--- src/rtl/isdu_ctrl.sv ---
// rtl/isdu_ctrl.sv - LC-3 instruction-sequence decode FSM with wait-stated memory access
// Build option: define ISDU_PAUSE_EN to enable the PAUSE opcode (1101) and the LD_LED strobe.
module isdu_ctrl #(
  parameter int MEM_WAIT = 2
) (
  input  logic       Clk,
  input  logic       Reset,
  input  logic       Run,
  input  logic       Continue,
  input  logic [3:0] Opcode,
  input  logic       IR_5,
  input  logic       IR_11,
  input  logic       BEN,
  output logic       LD_MAR,
  output logic       LD_MDR,
  output logic       LD_IR,
  output logic       LD_BEN,
  output logic       LD_CC,
  output logic       LD_REG,
  output logic       LD_PC,
  output logic       LD_LED,
  output logic       GatePC,
  output logic       GateMDR,
  output logic       GateALU,
  output logic       GateMARMUX,
  output logic [1:0] PCMUX,
  output logic       DRMUX,
  output logic       SR1MUX,
  output logic       SR2MUX,
  output logic       ADDR1MUX,
  output logic [1:0] ADDR2MUX,
  output logic [1:0] ALUK,
  output logic       Mem_OE,
  output logic       Mem_WE
);

  typedef enum logic [4:0] {
    HALTED, S18, S33, S35, S32, S1, S5, S9, S0, S22, S12, S4, S21, S20,
    S6, S7, S25, S27, S23, S16, PAUSE_IR1, PAUSE_IR2
  } state_t;

  typedef struct packed {
    logic ld_mar, ld_mdr, ld_ir, ld_ben, ld_cc, ld_reg, ld_pc, ld_led;
    logic gate_pc, gate_mdr, gate_alu, gate_marmux;
    logic [1:0] pcmux;
    logic drmux, sr1mux, sr2mux, addr1mux;
    logic [1:0] addr2mux, aluk;
    logic mem_oe, mem_we;
  } ctl_t;

  // Counter value on the final cycle of a memory access
  localparam logic [3:0] LAST = 4'(MEM_WAIT - 1);

  state_t     state, nstate;
  logic [3:0] cnt, ncnt;
  logic       led_pulse;
  ctl_t       ctl;

  // Control word for the state being entered; outputs are flopped so they
  // line up with the state register and never see Opcode combinationally.
  function automatic ctl_t ctl_for(input state_t s, input logic [3:0] c,
                                   input logic ir5, input logic led);
    ctl_t o;
    o = '0;
    case (s)
      S18: begin o.gate_pc = 1'b1; o.ld_mar = 1'b1; o.ld_pc = 1'b1; end
      S33, S25: begin o.mem_oe = 1'b1; o.ld_mdr = (c == LAST); end
      S35: begin o.gate_mdr = 1'b1; o.ld_ir = 1'b1; end
      S32: o.ld_ben = 1'b1;
      S1, S5: begin
        o.sr1mux = 1'b1; o.sr2mux = ir5; o.aluk = (s == S5) ? 2'b01 : 2'b00;
        o.gate_alu = 1'b1; o.ld_reg = 1'b1; o.ld_cc = 1'b1;
      end
      S9: begin
        o.sr1mux = 1'b1; o.aluk = 2'b10; o.gate_alu = 1'b1;
        o.ld_reg = 1'b1; o.ld_cc = 1'b1;
      end
      S22: begin o.addr2mux = 2'b10; o.pcmux = 2'b10; o.ld_pc = 1'b1; end
      S12, S20: begin
        o.sr1mux = (s == S12); o.addr1mux = 1'b1; o.pcmux = 2'b10; o.ld_pc = 1'b1;
      end
      S4: begin o.gate_pc = 1'b1; o.drmux = 1'b1; o.ld_reg = 1'b1; end
      S21: begin o.addr2mux = 2'b11; o.pcmux = 2'b10; o.ld_pc = 1'b1; end
      S6, S7: begin
        o.sr1mux = 1'b1; o.addr1mux = 1'b1; o.addr2mux = 2'b01;
        o.gate_marmux = 1'b1; o.ld_mar = 1'b1;
      end
      S27: begin o.gate_mdr = 1'b1; o.ld_reg = 1'b1; o.ld_cc = 1'b1; end
      S23: begin o.aluk = 2'b11; o.gate_alu = 1'b1; o.ld_mdr = 1'b1; end
      S16: o.mem_we = 1'b1;
      PAUSE_IR1: o.ld_led = led;
      default: o = '0;
    endcase
    return o;
  endfunction

  // Next-state and wait-counter sequencing
  always_comb begin
    nstate = state;
    ncnt   = cnt;
    case (state)
      HALTED: if (Run) nstate = S18;
      S18:    nstate = S33;
      S33, S25, S16: begin
        if (cnt == LAST) begin
          ncnt   = '0;
          nstate = (state == S33) ? S35 : (state == S25) ? S27 : S18;
        end else begin
          ncnt = cnt + 4'd1;
        end
      end
      S35:    nstate = S32;
      S32: begin
        case (Opcode)
          4'b0001: nstate = S1;
          4'b0101: nstate = S5;
          4'b1001: nstate = S9;
          4'b0000: nstate = S0;
          4'b1100: nstate = S12;
          4'b0100: nstate = S4;
          4'b0110: nstate = S6;
          4'b0111: nstate = S7;
`ifdef ISDU_PAUSE_EN
          4'b1101: nstate = PAUSE_IR1;
`endif
          default: nstate = S18;
        endcase
      end
      S0:        nstate = BEN ? S22 : S18;
      S4:        nstate = IR_11 ? S21 : S20;
      S6:        nstate = S25;
      S7:        nstate = S23;
      S23:       nstate = S16;
      PAUSE_IR1: if (!Continue) nstate = PAUSE_IR2;
      PAUSE_IR2: if (Continue) nstate = S18;
      default:   nstate = S18;
    endcase
  end

  // LD_LED fires only on the cycle the pause is first entered
`ifdef ISDU_PAUSE_EN
  assign led_pulse = (nstate == PAUSE_IR1) && (state != PAUSE_IR1);
`else
  assign led_pulse = 1'b0;
`endif

  // State, counter and registered control word
  always_ff @(posedge Clk or negedge Reset) begin
    if (!Reset) begin
      state <= HALTED;
      cnt   <= '0;
      ctl   <= '0;
    end else begin
      state <= nstate;
      cnt   <= ncnt;
      ctl   <= ctl_for(nstate, ncnt, IR_5, led_pulse);
    end
  end

  assign {LD_MAR, LD_MDR, LD_IR, LD_BEN, LD_CC, LD_REG, LD_PC, LD_LED} =
         {ctl.ld_mar, ctl.ld_mdr, ctl.ld_ir, ctl.ld_ben, ctl.ld_cc, ctl.ld_reg, ctl.ld_pc, ctl.ld_led};
  assign {GatePC, GateMDR, GateALU, GateMARMUX} =
         {ctl.gate_pc, ctl.gate_mdr, ctl.gate_alu, ctl.gate_marmux};
  assign PCMUX    = ctl.pcmux;
  assign DRMUX    = ctl.drmux;
  assign SR1MUX   = ctl.sr1mux;
  assign SR2MUX   = ctl.sr2mux;
  assign ADDR1MUX = ctl.addr1mux;
  assign ADDR2MUX = ctl.addr2mux;
  assign ALUK     = ctl.aluk;
  assign Mem_OE   = ctl.mem_oe;
  assign Mem_WE   = ctl.mem_we;

endmodule
--- config.mk ---
export PLATFORM = sky130hd
export DESIGN_NAME = isdu_ctrl
export DESIGN_NICKNAME = d
export VERILOG_FILES = /design/src/rtl/isdu_ctrl.sv
export SDC_FILE = /design/constraint.sdc
export NUM_CORES = 1
export LEC_CHECK = 0
export CAP_MARGIN = 20
export CORE_MARGIN = 2
export CORE_UTILIZATION = 40
export CTS_CLUSTER_SIZE = 12
export DETAILED_ROUTE_END_ITERATION = 7
export PLACE_DENSITY = 0.65
export SETUP_SLACK_MARGIN = 0.05
export SYNTH_ARGS = -nofsm -noshare
export SYNTH_HDL_FRONTEND = slang
export SYNTH_SLANG_ARGS = --single-unit
--- constraint.sdc ---
create_clock -name Clk -period 3.1 [get_ports Clk]
set_clock_uncertainty 0.15 [all_clocks]
set_input_delay 0.62 -clock Clk [delete_from_list [all_inputs] [get_ports Clk]]
set_output_delay 0.62 -clock Clk [all_outputs]
set_load 0.05 [all_outputs]
==> results of run 1 <==
power by group through the flow:
stage / clock [mW] / sequential (mW) / combinational, mW
floorplan: 0 / 0.764 / 0.676
global placement: 0 / 0.596 / 1.09
detailed placement: 0 / 0.599 / 1.11
CTS: 0.376 / 0.594 / 1.11
global route: 0.396 / 0.610 / 1.22
finish: 0.370 / 0.595 / 1.12
routing by layer:
metal  share of wire  vias to the layer above  track usage
li1                -                      647            -
met1            0.43                      654        0.221
met2            0.50                       56        0.294
met3           0.057                        4       0.0317
met4          0.0079                        0       0.0536
met5               0                        -            0
critical path, stage by stage:
cell and delay, ns:
clkdlybuf4s50_1 0.51, inv_1 0.07, ha_1 0.29, mux2_2 0.26, a221o_1 0.36, and4_4 0.22, inv_1 0.18, nor2_1 0.08
a32o_1 0.21
state kept, by name, indices dropped and copies added, names as in the netlist, 2 cells and up:
register / cells
ADDR2MUX: 2
ALUK: 2
cnt: 4
state: 5
how the worst min path moves through the flow:
stage / from / endpoint / slack (ns)
2_1_floorplan: Reset / ADDR1MUX / 0.17
3_3_place_gp: cnt[0] / cnt[0] / 0.38
3_5_place_dp: cnt[0] / cnt[0] / 0.37
4_1_cts: cnt[0] / cnt[0] / 0.39
5_1_grt: cnt[0] / cnt[0] / 0.43
6_report: cnt[0] / cnt[0] / 0.39
layout by cell type, fill, tap and decap left out, types with 3 or more instances in the layout:
master	count
nand2_1	17
a21oi_1	10
ha_1	3
nand3_1	4
o21ai_0	10
clkdlybuf4s50_1	32
nor2b_1	4
mux2_2	3
xnor2_1	6
nor2_1	16
clkbuf_8	5
inv_1	11
nor3_1	4
buf_4	3
dfrtp_1	31
a32o_1	4
cells by family after synthesis:
group | after synthesis | synth area share
AOI/OAI and AO/OA | 39 | 0.162
xor gates and xnor gates | 6 | 0.0324
adders and majority gates | 3 | 0.0232
buffers and inverters | 22 | 0.0633
DFF | 31 | 0.479
muxes | 4 | 0.0270
other | 1 | 0.00231
and+or+nand+nor | 64 | 0.211
cell type report:
| cell class | count | share of cell area |
|---|---|---|
| Multi-Input combinational cell | 118 | 0.359 |
| Inverter | 12 | 0.0217 |
| Clock inverter | 1 | 0.0145 |
| Tap cell | 50 | 0.0302 |
| Sequential cell | 31 | 0.374 |
| Timing Repair Buffer | 35 | 0.165 |
| Clock buffer | 6 | 0.0350 |
through the flow:
step | util | std cells | area (um^2)
5_1_grt | 0.526 | 253 | 2070
6_report | 0.526 | 253 | 2070
4_1_cts | 0.526 | 253 | 2070
3_3_place_gp | 0.500 | 246 | 1970
3_5_place_dp | 0.500 | 246 | 1970
2_1_floorplan | - | 171 | 1620
==> out/results.ini, run 1 <==
[synthesis]
synth_top_area_share = 0.479
syn_avg_cell_area_um2 = 9.53
synth.top_cells.by_area = dfrtp_1 48%, nand2_1 3.9%, nor2_1 3.7%, xnor2_1 3.2%, a21oi_1 3.1%
synth_common_cells = 31 x dfrtp_1, 17 x nand2_1, 16 x nor2_1
synth_cell_types = 46
synth_area_mm2 = 0.00162
synth_largest_area_cell = dfrtp_1
syn_inst = 170
ys_ff_latch = 31
ys.flop_type = dfrtp_1
synth_most_common_cell = dfrtp_1
synthArstFlopShare = 1.00
ys_warn_count = 0
synth_seq_area_share = 0.479
synth-edff-count = 0

[floorplanning]
row_count = 23
initial_core_util = 0.411
core_area_mm2 = 0.00394
die_w_um = 67.6
die_area_mm2 = 0.00458
fp.dieH_um = 67.6
io_pins = 35

[cells_and_area]
nets = 217
final-seq-area_um2 = 776
multi_input_area_um2 = 746
diodes = 0
syn_to_final_growth_pct = 28.0
fillers = 335
layout-drive-gt1-share = 0.0985

[worst_hold_path]
hold_class = reg2reg
whs_path_depth = 1

[pwr]
p_switching_uw = 917
totalPowerFinal_mw = 2.08
ir_drop_mv = 0.559
p_seq_frac = 0.286
p_int_mw = 1.16
powerDensity_mw_per_mm2 = 1000
combPwrFrac = 0.536
p_leak_nw = 0.942
power_frac_clock = 0.178
swShare = 0.441

[global_routing]
grt_pass1_wl_um = 5950
grt_usage = 0.173
antenna_found_initial = 0
grt_pass1_vias = 1311
grt_max_degree = 32
overflow = 0

[placed_design]
globalplace.congestion = 0.781
post-place-ws_ns = 0.0429
portBuffers = 32
hpwl_um = 2570

[clock_network]
cts.htree.levels = 2
clock_path_buffers = 2
cts_root_buf = clkbuf_8
cts_tree = done
hold_buffers = 0
cts.sinks = 31
cts.repair.resized = 0
worst_skew_pair.late_latency_ns = 0.27
path_clk_slew_ns = 0.06
numCtsBuffers = 5
post_cts_buffers = 0

[routing]
wl_um = 3540
postRouteAntennaNets = 0
num_vias = 1361
wire_per_inst_um = 14.0
drt_iter0_drc = 75
dr.pass1.iters = 4
drcViolationCount = 0
vias_per_cell = 5.38

[timing]
finalSetupTns_ns = 0
fin_crit_sh = 0.899
worstMarginPinSlew_ns = 0.656
rsz0062_at_grt = no
fmax_ghz = 0.359
slew_violations = 0
period_needed_ns = 2.79
postLayoutSetupSlackWorst_ns = 0.314
timing.slew.headroom = 0.560
hold_violations = 0
setup_violations = 0
whs_ns = 0.385

[outcome]
status = finished clean

[setup_path]
reg2regPathDepth = 6
path_max_fanout = 11
rr_endpoint = LD_REG
rrSetupSlack_ns = 0.52
crit_path_end = LD_PC
startpoint = Opcode[0]
reg2reg_from = state[1]
crit_required_ns = 3.11
crit_type = in2reg
cp-end-kind = flip-flop
cp-start-kind = input port
worstPathArrival_ns = 2.80

[run]
maxCapViolations = 0

No activity file was read; power rests on OpenSTA's default activity.
==> run 2: changes to the inputs <==
--- a/config.mk
+++ b/config.mk
@@ -10,6 +10,7 @@
 export CORE_UTILIZATION = 40
 export CTS_CLUSTER_SIZE = 12
 export DETAILED_ROUTE_END_ITERATION = 7
+export GPL_ROUTABILITY_DRIVEN = 0
 export PLACE_DENSITY = 0.65
 export SETUP_SLACK_MARGIN = 0.05
 export SYNTH_ARGS = -nofsm -noshare
==> results of run 2 <==
The final DEF is identical to that of run 1; final timing and power are the same.
